==> config.mk <==
export PLATFORM = sky130hd
export DESIGN_NAME = cellrv32_cpu_regfile_mp
export DESIGN_NICKNAME = d
export VERILOG_FILES = /design/src/rtl/cellrv32_cpu_regfile_mp.sv
export SDC_FILE = /design/constraint.sdc
export NUM_CORES = 1
export LEC_CHECK = 0
export CORE_MARGIN = 5
export CORE_UTILIZATION = 25
export DETAILED_ROUTE_END_ITERATION = 10
export SYNTH_ARGS = -nofsm -noshare
export SYNTH_HDL_FRONTEND = slang
export SYNTH_SLANG_ARGS = --single-unit
export TNS_END_PERCENT = 50
==> constraint.sdc <==
create_clock -name clk_i -period 5.8 [get_ports clk_i]
set_input_delay 1.74 -clock clk_i [delete_from_list [all_inputs] [get_ports clk_i]]
set_output_delay 1.74 -clock clk_i [all_outputs]
set_load 0.01 [all_outputs]
==> src/rtl/cellrv32_cpu_regfile_mp.sv <==
// Multi-port CELLRV32 register file with a post-reset clear sequencer and a per-register busy scoreboard.
// Optional macro CELLRV32_RF_BYPASS_EN: same-cycle write-to-read forwarding (write-first); default is read-first.
module cellrv32_cpu_regfile_mp #(
    parameter int unsigned XLEN     = 32,
    parameter int unsigned NUM_REGS = 32,
    parameter int unsigned NUM_RD   = 2
) (
    input  logic                     clk_i,
    input  logic                     rst_i,
    output logic                     init_done_o,
    input  logic                     we_i,
    input  logic [4:0]               waddr_i,
    input  logic [XLEN-1:0]          wdata_i,
    input  logic [NUM_RD*5-1:0]      raddr_i,
    output logic [NUM_RD*XLEN-1:0]   rdata_o,
    input  logic                     sb_set_i,
    input  logic [4:0]               sb_addr_i,
    output logic [NUM_REGS-1:0]      busy_o,
    output logic [NUM_RD-1:0]        rd_busy_o
);

    localparam int unsigned IW = $clog2(NUM_REGS);

    typedef enum logic {CLEAR, READY} state_t;

    state_t                   state, state_nxt;
    logic [IW-1:0]            clr_cnt, clr_cnt_nxt;
    logic                     done_nxt;
    logic [XLEN-1:0]          regs [NUM_REGS];
    logic                     wr_acc, sb_acc;
    logic [NUM_REGS-1:0]      busy_nxt;
    logic [NUM_RD*XLEN-1:0]   rdata_nxt;
    logic [NUM_RD-1:0]        rd_busy_nxt;

    // Addresses at or above NUM_REGS (bit 4 in RV32E) do not exist.
    function automatic logic legal(input logic [4:0] a);
        return 32'(a) < 32'(NUM_REGS);
    endfunction

    assign wr_acc = (state == READY) && we_i && legal(waddr_i) && (waddr_i != 5'd0);
    assign sb_acc = (state == READY) && sb_set_i && legal(sb_addr_i) && (sb_addr_i != 5'd0);

    // State register
    always_ff @(posedge clk_i or posedge rst_i) begin
        if (rst_i) begin
            state       <= CLEAR;
            clr_cnt     <= '0;
            init_done_o <= 1'b0;
        end else begin
            state       <= state_nxt;
            clr_cnt     <= clr_cnt_nxt;
            init_done_o <= done_nxt;
        end
    end

    // Clear sequencer: one entry per cycle, then park in READY
    always_comb begin
        state_nxt   = state;
        clr_cnt_nxt = clr_cnt;
        done_nxt    = init_done_o;
        case (state)
            CLEAR: begin
                clr_cnt_nxt = clr_cnt + IW'(1);
                if (clr_cnt == IW'(NUM_REGS - 1)) begin
                    state_nxt   = READY;
                    clr_cnt_nxt = '0;
                    done_nxt    = 1'b1;
                end
            end
            READY: begin
                state_nxt = READY;
            end
            default: begin
                state_nxt = CLEAR;
            end
        endcase
    end

    // Storage has no reset so it can map onto RAM; CLEAR zeroes it instead.
    always_ff @(posedge clk_i) begin
        if (state == CLEAR) begin
            regs[clr_cnt] <= '0;
        end else if (wr_acc) begin
            regs[IW'(waddr_i)] <= wdata_i;
        end
    end

    // Scoreboard: retire on write, set on issue; set applied last so it wins
    always_comb begin
        busy_nxt = busy_o;
        if (wr_acc) begin
            busy_nxt[IW'(waddr_i)] = 1'b0;
        end
        if (sb_acc) begin
            busy_nxt[IW'(sb_addr_i)] = 1'b1;
        end
        busy_nxt[0] = 1'b0;
    end

    always_ff @(posedge clk_i or posedge rst_i) begin
        if (rst_i) begin
            busy_o <= '0;
        end else begin
            busy_o <= busy_nxt;
        end
    end

    // Read ports
    always_comb begin
        rdata_nxt   = '0;
        rd_busy_nxt = '0;
        if (state == READY) begin
            for (int k = 0; k < int'(NUM_RD); k++) begin
                if (legal(raddr_i[k*5 +: 5])) begin
                    rdata_nxt[k*XLEN +: XLEN] = regs[IW'(raddr_i[k*5 +: 5])];
                    rd_busy_nxt[k]            = busy_o[IW'(raddr_i[k*5 +: 5])];
                end
`ifdef CELLRV32_RF_BYPASS_EN
                if (wr_acc && (raddr_i[k*5 +: 5] == waddr_i)) begin
                    rdata_nxt[k*XLEN +: XLEN] = wdata_i;
                    rd_busy_nxt[k]            = sb_acc && (sb_addr_i == waddr_i);
                end
`endif
            end
        end
    end

    always_ff @(posedge clk_i or posedge rst_i) begin
        if (rst_i) begin
            rdata_o   <= '0;
            rd_busy_o <= '0;
        end else begin
            rdata_o   <= rdata_nxt;
            rd_busy_o <= rd_busy_nxt;
        end
    end

endmodule

# Yosys cells after proc, flatten, opt, wreduce, memory -nomap -nowiden
# Memory sizes are Yosys's and may differ from the RTL's.
# Index checks and enable logic that the tools add are counted.
# word_totals
register_bits	104
ramBits	1024
memories	1
output_inout_bits	99
elab_cells	51
# mem_list
name	depth	word_bits	rd	rd_ports_with_merged_regs	wr	line	source
regs	32	32	2	0	1	29	logic [XLEN-1:0] regs [NUM_REGS];
# classes
n_reduce_logical	10
muxes	22
add_sub_neg	1
magnitude_cmp	6
n_bitwise	4
eq_ne	1
# op_table
operator	count
32-bit 2-to-1 mux	3
64-bit 2-to-1 mux	1
32-bit bitwise AND	1
32-bit NOT	1
32-bit OR	1
32-bit OR reduction	1
5-bit by 6-bit less-than comparator with 1-bit output (second input constant)	4
1-bit binary-select mux with 5-bit select	2
1-bit demux with 5-bit select	2
5-bit by 1-bit >= comparator with 1-bit output (second input constant)	2
1-bit 2-to-1 mux	10
5-bit 2-to-1 mux	2
5-bit nonzero test	2
1-bit logical AND	6
5-bit by 1-bit adder with 5-bit output (second input constant)	1
5-bit == test (second input constant)	1
2-bit 2-to-1 mux	1
1-bit one-hot mux with 2 select lines	1
2-bit AND reduction	1
1-bit NOT	1

# Depth between registers and ports, before layout
# Gate-level depths: netlist (run 1).
# depth
word_depth	9
ltp_mapped	8
depth_no_buf	5

# Worst setup path before layout (run 1)
# OpenSTA, ideal clock, no wires.
# synth_timing
path_type	input to register
from	in waddr_i[4]
to	mem regs[3][0], enable pin
t_arrival_ns	5.975
path_slack_ns	-0.677
stages	4
path_buffers	0
path_cell_list	or3_4 -> o311ai_4 -> a21boi_2 -> nor4_1
# synth_via
elab_chain_len	7
elab_cells_between_ends	8
cone_classes	5 x mux; 3 x reduce/logical
# synth_rtl
element	line	source
start: declaration	12	input logic [4:0] waddr_i,
5-bit nonzero test	40	assign wr_acc = (state == READY) && we_i && legal(waddr_i) && (waddr_i != 5'd0);
1-bit logical AND	40	
1-bit 2-to-1 mux	83	end else if (wr_acc) begin
1-bit 2-to-1 mux	81	if (state == CLEAR) begin
1-bit 2-to-1 mux (not written as such)	84	regs[IW'(waddr_i)] <= wdata_i;
32-bit OR reduction (no source line)	n/a	
5-bit 2-to-1 mux (no source line) or 1-bit 2-to-1 mux (tied branches)	n/a	
end: declaration	29	
# Several ways; a longest one is shown, not always the timed one.

# Worst setup path in the final report (run 1)
# layout_timing
from	in waddr_i[0]
to	mem regs[25][10], enable pin
# Same word-level chain as after synthesis.

==> results of run 1 <==
==> per-stage QoR <==
stage	setup slack [ns]	setup TNS (ns)
5_1_grt	1.65	0
4_1_cts	1.73	0
3_5_place_dp	0.948	0
6_report	1.68	0
2_1_floorplan	-0.677	-85.46
3_3_place_gp	0.983	0
==> power by group through the flow <==
stage               registers [mW]  logic, mW  clock network (mW)
global placement              9.24       1.63                   0
floorplan                     9.22      0.852                   0
finish                        9.06       1.63                7.53
CTS                           9.06       1.64                7.65
global route                  9.06       1.71                7.97
detailed placement            9.23       1.64                   0
==> cells by family after synthesis <==
family | count (synthesis) | synth area share (%)
AO/OA/AOI/OAI | 398 | 5.47
adder cells (fa/ha/maj) | 2 | 0.0486
multiplexers | 733 | 25.8
AND/OR/NAND/NOR | 186 | 1.91
other | 1 | 0.00729
buffers and inverters | 231 | 1.97
flip-flops | 1128 | 64.8
==> cells in the mapped netlist (4+ instances only) <==
cell	n	area (um2)
inv_1	7	26.3
nor4_1	4	25.0
mux4_2	460	10400
nor2_1	26	97.6
mux2_2	135	1520
buf_4	9	67.6
edfxtp_1	1024	30700
o221ai_1	64	561
a21oi_1	5	25.0
or2_2	4	25.0
o21ai_0	113	566
and2_1	36	225
nand2b_1	8	50.1
o2111ai_1	19	166
nand2_1	48	180
nor2b_1	10	62.6
buf_1	22	82.6
nand3_1	8	40.0
a22oi_1	67	503
a31oi_1	67	419
nand3b_1	7	52.6
dfrtp_1	104	2600
a221oi_1	47	412
nor3_1	19	95.1
mux2i_1	138	1380
buf_2	86	430
clkbuf_1	106	398
==> cells in the final DEF (no fill, tap or decap), drive strengths merged, types with 13 or more instances in the layout <==
| cell type | instances |
|---|---|
| edfxtp | 1024 |
| inv | 14 |
| mux2i | 138 |
| nand2 | 48 |
| and2 | 36 |
| mux4 | 460 |
| clkdlybuf4s50 | 143 |
| clkinv | 40 |
| nor2 | 26 |
| mux2 | 135 |
| a221oi | 47 |
| a22oi | 67 |
| bufinv | 13 |
| a31oi | 67 |
| o2111ai | 19 |
| clkbuf | 143 |
| o221ai | 64 |
| o21ai | 114 |
| nor3 | 19 |
| dfrtp | 104 |
| buf | 153 |
==> per-layer routing <==
metal / wire [um] / vias to the layer above
li1: - / 11900
met2: 83200 / 1437
met5: 0 / -
met1: 63200 / 16100
met4: 8050 / 0
met3: 11200 / 336
==> cell type report <==
type                       instances  area share, %
sequential                      1128           54.8
multi-input combinational       1320           28.5
tap                             2688           5.52
clock buffer                     143           5.01
timing repair buffer             296           4.96
clock inverter                    67           1.21
inverter                           7         0.0555
antenna                            2        0.00822
==> worst max-delay path by stage <==
stage | end | slack (ns) | cells past startpoint
after global routing | regs[8][22] | 1.65 | 6
final | regs[25][10] | 1.68 | 7
after floorplan | regs[3][0] | -0.68 | 4
after global placement | regs[8][10] | 0.98 | 6
after detailed placement | regs[8][10] | 0.95 | 6
after CTS | regs[8][12] | 1.73 | 6
==> registers in the layout, indices dropped and copies added (netlist names) <==
register     flops
regs          1024
rdata_o         64
busy_o          31
clr_cnt          5
rd_busy_o        2
init_done_o      1
state            1
==> worst reg2reg max path, delay by kind of cell, from the launching register on <==
kind,cells,cell delay (ns)
buffers and inverters,1,0.38
flip-flops,1,1.00
AND/OR/NAND/NOR,1,0.83
AO/OA/AOI/OAI,2,0.74
==> impl_metrics.yaml, run 1 <==
pwr:
  switchingPower_mw: 4.27
  power_switching_share_pct: 23.4
  power_density_mw_per_mm2: 299
  vdd_drop_max_v: 0.000203
  post-layout-total-power_mw: 18.2
  seq_power_share_pct: 49.7
  p_leak_nw: 20.7
  internal_power_mw: 14.0
  comb_power_share_pct: 8.9
  clock_network_fraction_of_design_power_pct: 41.4
critical_path:
  crit_required_ns: 6.13
  crit_chain: "clkdlybuf4s50_1, or3_4, o311ai_4, buf_4, a32oi_1, nor3_2, buf_4"
  critical_path_arrival_ns: 4.45
  worstSetupStartpoint: "waddr_i[0]"
  cpLargestDelayFamily: "buffers and inverters"
  worst-r2r-setup-slack_ns: 2.55
  critical_path.n_buffers_inverters: 3
  rr_endpoint: "regs[16][3]"
  r2r.worst_path.cells: 4
  cpMostUsedCell: "buf_4"
  rr_startpoint: "state"
  start_kind: "input port"
  critical_path.endpoint_type: "flip-flop"
  cp_slowest_cell: "buf_4"
  timing.critical_path.fanout_max: 24
  worstSetupPathType: "input port to flip-flop"
  slowest_delay_ns: 0.56
timing:
  worst_slew_pin_slew_ns: 1.39
  final_min_period_over_clock_period_pct: 71.0
  rsz_0062_raised_after_global_routing: "false"
  report.final.hold_viol_count: 0
  report.final.slew_viol_count: 0
  holdWs_ns: 0.519
  post-route-min-period_ns: 4.12
  max_slew_margin_pct: 7.11
  setup_violations: 0
  achievable_clock_frequency_mhz: 243
  final.setup_skew_ns: 0.0332
global_routing:
  layer_with_the_highest_usage: "met2"
  grt_antenna_before_repair: 1
  grt.total_usage_pct: 14.9
  groute.layer.met3.usage_pct: 2.30
  use_met1_pct: 18.6
  grt_overflow_total: 0
  grt_pass1_wl_um: 234000
  met2_usage_pct: 25.7
  grt_max_degree: 78
  first_global_vias: 30700
finish:
  multi_input_area_mm2: 0.0173
  growth_of_design_area_from_synthesis_to_finish_pct: 18.4
  final.fill_count: 19900
  drive_gt1_share_pct: 33.4
  stdcell_area_mm2: 0.0609
  final_nets: 2922
  finish.cell_count_without_fillers: 5651
  final_design_utilization_pct: 29.7
  layout.area.seq_mm2: 0.0334
run:
  max_cap_violation_count: 0
floorplanning:
  pin_count: 155
  fp.dieW_um: 464
  initial_util_pct: 25.1
  fp-row-count: 166
  die_area_mm2: 0.215
  die_h_um: 464
  core_area_mm2: 0.205
yosys:
  count_of_different_cell_masters_after_synthesis: 52
  synth.net_count: 2737
  synth_seq_area_share_pct: 64.8
  synth_area_per_cell_um2: 19.2
  synth-edff-count: 1024
  yosys_warnings: 0
  synth-seq-cells: 1128
  ys_dominant_reg_cell: "edfxtp_1"
  post_syn_area_mm2: 0.0514
  async_reset_ff_share_pct: 9.22
  cell_count_after_synthesis: 2679
placement:
  dp_hpwl_um: 103000
  dpl_cell_area_mm2: 0.0571
  buffer_ports.inserted: 153
  final_replace_weighted_congestion: 0.869
  placedCellCount: 5439
clock_tree:
  clock_latency_ns: 0.73
  tritoncts_num_sinks: 1128
  cts.reportedPaths.clkPinSlew_ns: 0.06
  cts_tree: "yes"
  cts.repair_timing.setup_buffer_count: 0
  clk_path_buf_depth: 3
  cts_resized: 0
  post_cts_hold_buffer_count: 0
  h_tree_depth: 3
  cts_made_buffers: 111
  cts-root-buf: "clkbuf_16"
drt:
  drtPass1Iterations: 5
  detail_route.drc_violations: 0
  first_iter_violations: 3039
  number_of_antenna_violating_nets_in_the_routed_design: 0
  via_count: 29900
  route.detailed.wl_per_inst_um: 29.3
  via_per_inst: 5.28
  routed_wl_um: 166000
hold_path:
  hold-path-endpoint: "init_done_o"
  min_delay_path_depth: 1
  hold_start: "init_done_o"
  hp-class: "flip-flop to flip-flop"
outcome:
  run_status: "complete, no violations"
Note: power is estimated with default switching activity, not from simulation.
==> run 2: changes to the inputs <==
- clock period: 5.8 -> 3.8 ns (I/O delays scaled with it)
==> run 2 against run 1 <==
- utilization increased by 1.2 points
- wire length increased by 0.64%
- worst setup slack got worse by 1.1 ns
- critical path type unchanged
==> impl_metrics.yaml, run 2 (same netlist as run 1, synthesis figures left out) <==
floorplanning:
  fp-row-count: 166
  core_area_mm2: 0.205
  fp.dieW_um: 464
  initial_util_pct: 25.1
  die_h_um: 464
  pin_count: 155
  die_area_mm2: 0.215
critical_path:
  cp_slowest_cell: "nor2_1"
  timing.critical_path.fanout_max: 29
  start_kind: "input port"
  r2r.worst_path.cells: 6
  critical_path.endpoint_type: "flip-flop"
  slowest_delay_ns: 1.10
  rr_startpoint: "state"
  worstSetupPathType: "input port to flip-flop"
  critical_path_arrival_ns: 3.88
  crit_chain: "buf_6, buf_12, nor2_1, a22oi_1, a31oi_1, buf_4"
  worstSetupStartpoint: "raddr_i[0]"
  worst-r2r-setup-slack_ns: 1.14
  crit_required_ns: 4.45
drt:
  drtPass1Iterations: 6
  detail_route.drc_violations: 0
  number_of_antenna_violating_nets_in_the_routed_design: 0
  first_iter_violations: 3105
  via_count: 30400
  via_per_inst: 5.23
  routed_wl_um: 167000
  route.detailed.wl_per_inst_um: 28.7
finish:
  final_nets: 3090
  stdcell_area_mm2: 0.0633
  largest_register_ff_count: 1024
  most_common_library_cell_in_the_layout_ignoring_fill_and_taps: "edfxtp_1"
  drive_gt1_share_pct: 36.6
  finish.cell_count_without_fillers: 5816
  growth_of_design_area_from_synthesis_to_finish_pct: 23.1
  regMostFlops: "regs"
  reg_top3: "regs x1024, rdata_o x64, busy_o x31"
  layout_common_cells: "edfxtp_1 (1024), mux4_2 (460), buf_4 (194), clkdlybuf4s50_1 (143), mux2i_1 (138)"
pwr:
  power_switching_share_pct: 23.3
  p_leak_nw: 21.9
  seq_power_share_pct: 49.1
  clock_network_fraction_of_design_power_pct: 40.8
  post-layout-total-power_mw: 28.1
  comb_power_share_pct: 10.1
  power_density_mw_per_mm2: 443
  switchingPower_mw: 6.53
  internal_power_mw: 21.5
  vdd_drop_max_v: 0.000367
timing:
  max_slew_margin_pct: 2.01
  report.final.slew_viol_count: 0
  worst_slew_pin_slew_ns: 1.46
  post-route-min-period_ns: 3.23
  holdWs_ns: 0.469
  achievable_clock_frequency_mhz: 310
  rsz_0062_raised_after_global_routing: "false"
  report.final.hold_viol_count: 0
  final.setup_skew_ns: 0.0239
  setup_violations: 0
  final_min_period_over_clock_period_pct: 84.9
global_routing:
  grt.total_usage_pct: 15.0
  first_global_vias: 31300
  grt_antenna_before_repair: 3
  grt_overflow_total: 0
  grt_pass1_wl_um: 236000
  grt_max_degree: 47
clock_tree:
  cts_resized: 0
  cts_tree: "yes"
  clock_latency_ns: 0.73
  clk_path_buf_depth: 3
  cts-root-buf: "clkbuf_16"
  cts_made_buffers: 111
  cts.repair_timing.setup_buffer_count: 0
  cts.reportedPaths.clkPinSlew_ns: 0.07
  h_tree_depth: 3
  tritoncts_num_sinks: 1128
  post_cts_hold_buffer_count: 0
hold_path:
  hp-class: "flip-flop to flip-flop"
  hold_start: "init_done_o"
  min_delay_path_depth: 1
placement:
  placedCellCount: 5607
  dpl_cell_area_mm2: 0.0596
  final_replace_weighted_congestion: 0.863
  buffer_ports.inserted: 153
  dp_hpwl_um: 111000
outcome:
  run_status: "complete, no violations"
run:
  max_cap_violation_count: 0
[run 2: changes by cell type in the layout (fill, tap and decap cells not counted), moves of 4 or more]
cell | before | now
nor3_4 | 0 | 16
buf_12 | 33 | 117
nor3_2 | 16 | 0
clkinv_2 | 25 | 19
nor4_2 | 4 | 0
buf_4 | 110 | 194
clkinv_4 | 8 | 4
clkinv_1 | 6 | 14
nor4_4 | 0 | 4
[run 2: power by group through the flow]
stage | logic [mW] | registers, mW | clock network, mW
2_1_floorplan | 1.31 | 14.1 | 0
3_3_place_gp | 2.82 | 14.0 | 0
3_5_place_dp | 2.83 | 14.0 | 0
4_1_cts | 2.84 | 13.8 | 11.7
5_1_grt | 2.94 | 13.8 | 12.2
6_report | 2.82 | 13.8 | 11.4
[run 2: final timing paths]
check                                to
max                          rdata_o[3]
min                         init_done_o
max reg2reg                regs[23][12]
min reg2reg                 init_done_o
max in group asynchronous    rdata_o[0]
min in group asynchronous     busy_o[7]
[run 2: final cells by class]
type                    count  area [um2]
diodes                      1        2.50
clock buffers             141        2990
clock inverters            67         764
fillers                 19700      141000
inverters                   7        33.8
multi-input cells        1320       17500
flip-flops and latches   1128       33400
well taps                2688        3360
repair buffers            464        5330
[run 2: critical path: cells and delay by family]
family | cells | cell delay, ns
simple gates | 1 | 1.10
compound gates | 2 | 0.94
buf+inv | 3 | 0.63
[run 2: metal layers]
metal | global-route usage (%) | routed length (um) | up-vias
li1 | - | - | 12300
met1 | 19.3 | 64900 | 16400
met2 | 25.4 | 82300 | 1486
met3 | 2.09 | 11400 | 304
met4 | 6.59 | 8070 | 2
met5 | 0 | 12 | -
[run 2: through the flow]
stage               setup slack, ns  setup TNS (ns)  util, %
finish                        0.575               0     30.9
detailed placement           -0.103           -2.63     29.1
CTS                           0.663               0     30.9
global route                  0.624               0     30.9
floorplan                    -0.315         -211.99        -
global placement            -0.0967           -6.57     29.1
==> run 3: changes to the inputs <==
- clock period: 3.8 -> 2.7 ns (I/O delays scaled with it)
==> run 3 against run 2 <==
- combinational power rose by 52%
- largest cell class unchanged
- clock-buffer cell count decreased by 10
- flip-flop and latch count is the same
- critical path type unchanged
- hold slack worse by 0.057 ns
==> impl_metrics.yaml, run 3 (same netlist as run 1, synthesis figures left out) <==
pwr:
  power_density_mw_per_mm2: 611
  p_leak_nw: 23.2
  vdd_drop_max_v: 0.000516
global_routing:
  met2_usage_pct: 26.1
  grt_overflow_total: 0
  grt_pass1_wl_um: 245000
  groute.layer.met3.usage_pct: 2.28
  first_global_vias: 32300
  grt_antenna_before_repair: 4
  layer_with_the_highest_usage: "met2"
  grt_max_degree: 64
  use_met1_pct: 20.2
  grt.total_usage_pct: 15.7
clock_tree:
  cts_tree: "yes"
  clk_path_buf_depth: 3
  cts.reportedPaths.clkPinSlew_ns: 0.06
  post_cts_hold_buffer_count: 0
  cts_made_buffers: 113
  tritoncts_num_sinks: 1128
  cts-root-buf: "clkbuf_16"
  clock_latency_ns: 0.75
  h_tree_depth: 3
floorplanning:
  fp-row-count: 166
  initial_util_pct: 25.1
  die_h_um: 464
  fp.dieW_um: 464
  die_area_mm2: 0.215
  core_area_mm2: 0.205
  pin_count: 155
critical_path:
  critical_path_arrival_ns: 3.16
  rr_endpoint: "regs[17][27]"
  slowest_delay_ns: 0.81
  critical_path.endpoint_type: "flip-flop"
  cp_slowest_cell: "a31oi_1"
  worst-r2r-setup-slack_ns: 0.24
  r2r.worst_path.cells: 7
  worstSetupStartpoint: "we_i"
  start_kind: "input port"
  crit_chain: "clkdlybuf4s50_1, buf_4, and3b_1, and3_1, a31oi_1, nor2_4, buf_12"
  rr_startpoint: "state"
  worstSetupPathType: "input port to flip-flop"
  crit_required_ns: 3.17
  critical_path.n_buffers_inverters: 3
  cpLargestDelayFamily: "buffers and inverters"
  timing.critical_path.fanout_max: 19
timing:
  setup_total_negative_slack_ns: 0
  postLayoutSetupSlackWorst_ns: 0.00564
  achievable_clock_frequency_mhz: 371
  report.final.hold_viol_count: 0
  rsz_0062_raised_after_global_routing: "false"
  final_min_period_over_clock_period_pct: 99.8
  worst_slew_pin_slew_ns: 1.12
  post-route-min-period_ns: 2.69
  setup_violations: 0
  report.final.slew_viol_count: 0
  final.setup_skew_ns: 0.0236
  max_slew_margin_pct: 24.8
drt:
  route.detailed.wl_per_inst_um: 28.8
  via_per_inst: 5.24
  drtPass1Iterations: 6
  via_count: 31600
  detail_route.drc_violations: 0
  number_of_antenna_violating_nets_in_the_routed_design: 0
  first_iter_violations: 3647
  routed_wl_um: 174000
finish:
  final_design_utilization_pct: 32.0
  final.fill_count: 19600
  final_nets: 3307
  drive_gt1_share_pct: 40.8
  layout.area.seq_mm2: 0.0334
  reg_top3: "regs x1024, rdata_o x64, busy_o x31"
  growth_of_design_area_from_synthesis_to_finish_pct: 27.4
  multi_input_area_mm2: 0.0175
  largest_register_ff_count: 1024
  regMostFlops: "regs"
  layout_common_cells: "edfxtp_1 (1024), mux4_2 (460), buf_4 (370), buf_12 (146), clkdlybuf4s50_1 (140)"
  most_common_library_cell_in_the_layout_ignoring_fill_and_taps: "edfxtp_1"
run:
  max_cap_violation_count: 0
placement:
  place_ws_ns: -1.07
  dp_hpwl_um: 118000
  buffer_ports.inserted: 153
  final_replace_weighted_congestion: 0.879
outcome:
  run_status: "complete, no violations"
hold_path:
  hp-class: "input port to asynchronous set/reset pin"
## run 3: cell count changes in the layout (fill, tap and decap cells not counted), sizes merged, moves of 5 or more
cell / before / now
clkinv: 38 / 47
clkbuf: 141 / 133
diode: 1 / 6
clkinvlp: 6 / 11
buf: 321 / 534
## run 3: timing repair
item / 4_1_cts / 5_1_grt
gates cloned: 1 / 3
gates resized for setup: 6 / 9
setup endpoints to repair: 131 / 229
setup buffers: 4 / 9
pin swaps: 2 / 9
## run 3: where the power goes
| part | internal (mW) | total, mW | switching (mW) |
|---|---|---|---|
| registers | 19.3 | 19.4 | 0.138 |
| clock network | 9.29 | 16.3 | 7.04 |
| logic | 1.98 | 4.28 | 2.31 |
## run 3: layout make-up
class / instances / area share (%)
antenna: 6 / 0.0229
clock buffer: 131 / 4.42
clock inverter: 82 / 1.42
inverter: 7 / 0.0515
multi-input combinational: 1320 / 26.8
sequential: 1128 / 50.9
tap: 2688 / 5.13
timing repair buffer: 679 / 11.3
## run 3: per-layer routing
| layer | part of all wire (%) | vias up |
|---|---|---|
| li1 | - | 12700 |
| met1 | 40 | 17000 |
| met2 | 49 | 1564 |
| met3 | 6.7 | 356 |
| met4 | 5.1 | 0 |
| met5 | 0 | - |
## run 3: worst max-delay path by stage
| stage | slack [ns] | cells past startpoint | endpoint |
|---|---|---|---|
| 3_5_place_dp | -1.07 | 7 | regs[21][22] |
| 6_report | 0.006 | 7 | regs[30][15] |
| 5_1_grt | 0.02 | 7 | regs[30][7] |
| 2_1_floorplan | -0.88 | 4 | regs[3][0] |
| 4_1_cts | -0.0007 | 8 | regs[29][16] |
| 3_3_place_gp | -1.06 | 7 | regs[21][22] |
## run 3: stage by stage
step	total power, mW	cell area, um2	cells	hold WS (ns)
floorplan	21.7	51700	2679	0.493
global route	41.2	65500	6040	0.408
finish	40.0	65500	6041	0.412
CTS	40.3	65400	6024	0.390
detailed placement	24.0	61400	5806	0.457
global placement	24.0	61400	5806	0.451
## run 3: worst register-to-register path: cells and delay by family (launching register included)
kind                   cells  cell delay (ns)
buffers and inverters      4             0.88
DFF                        1             0.51
AOI/OAI and AO/OA          2             0.39
and+or+nand+nor            1             0.37
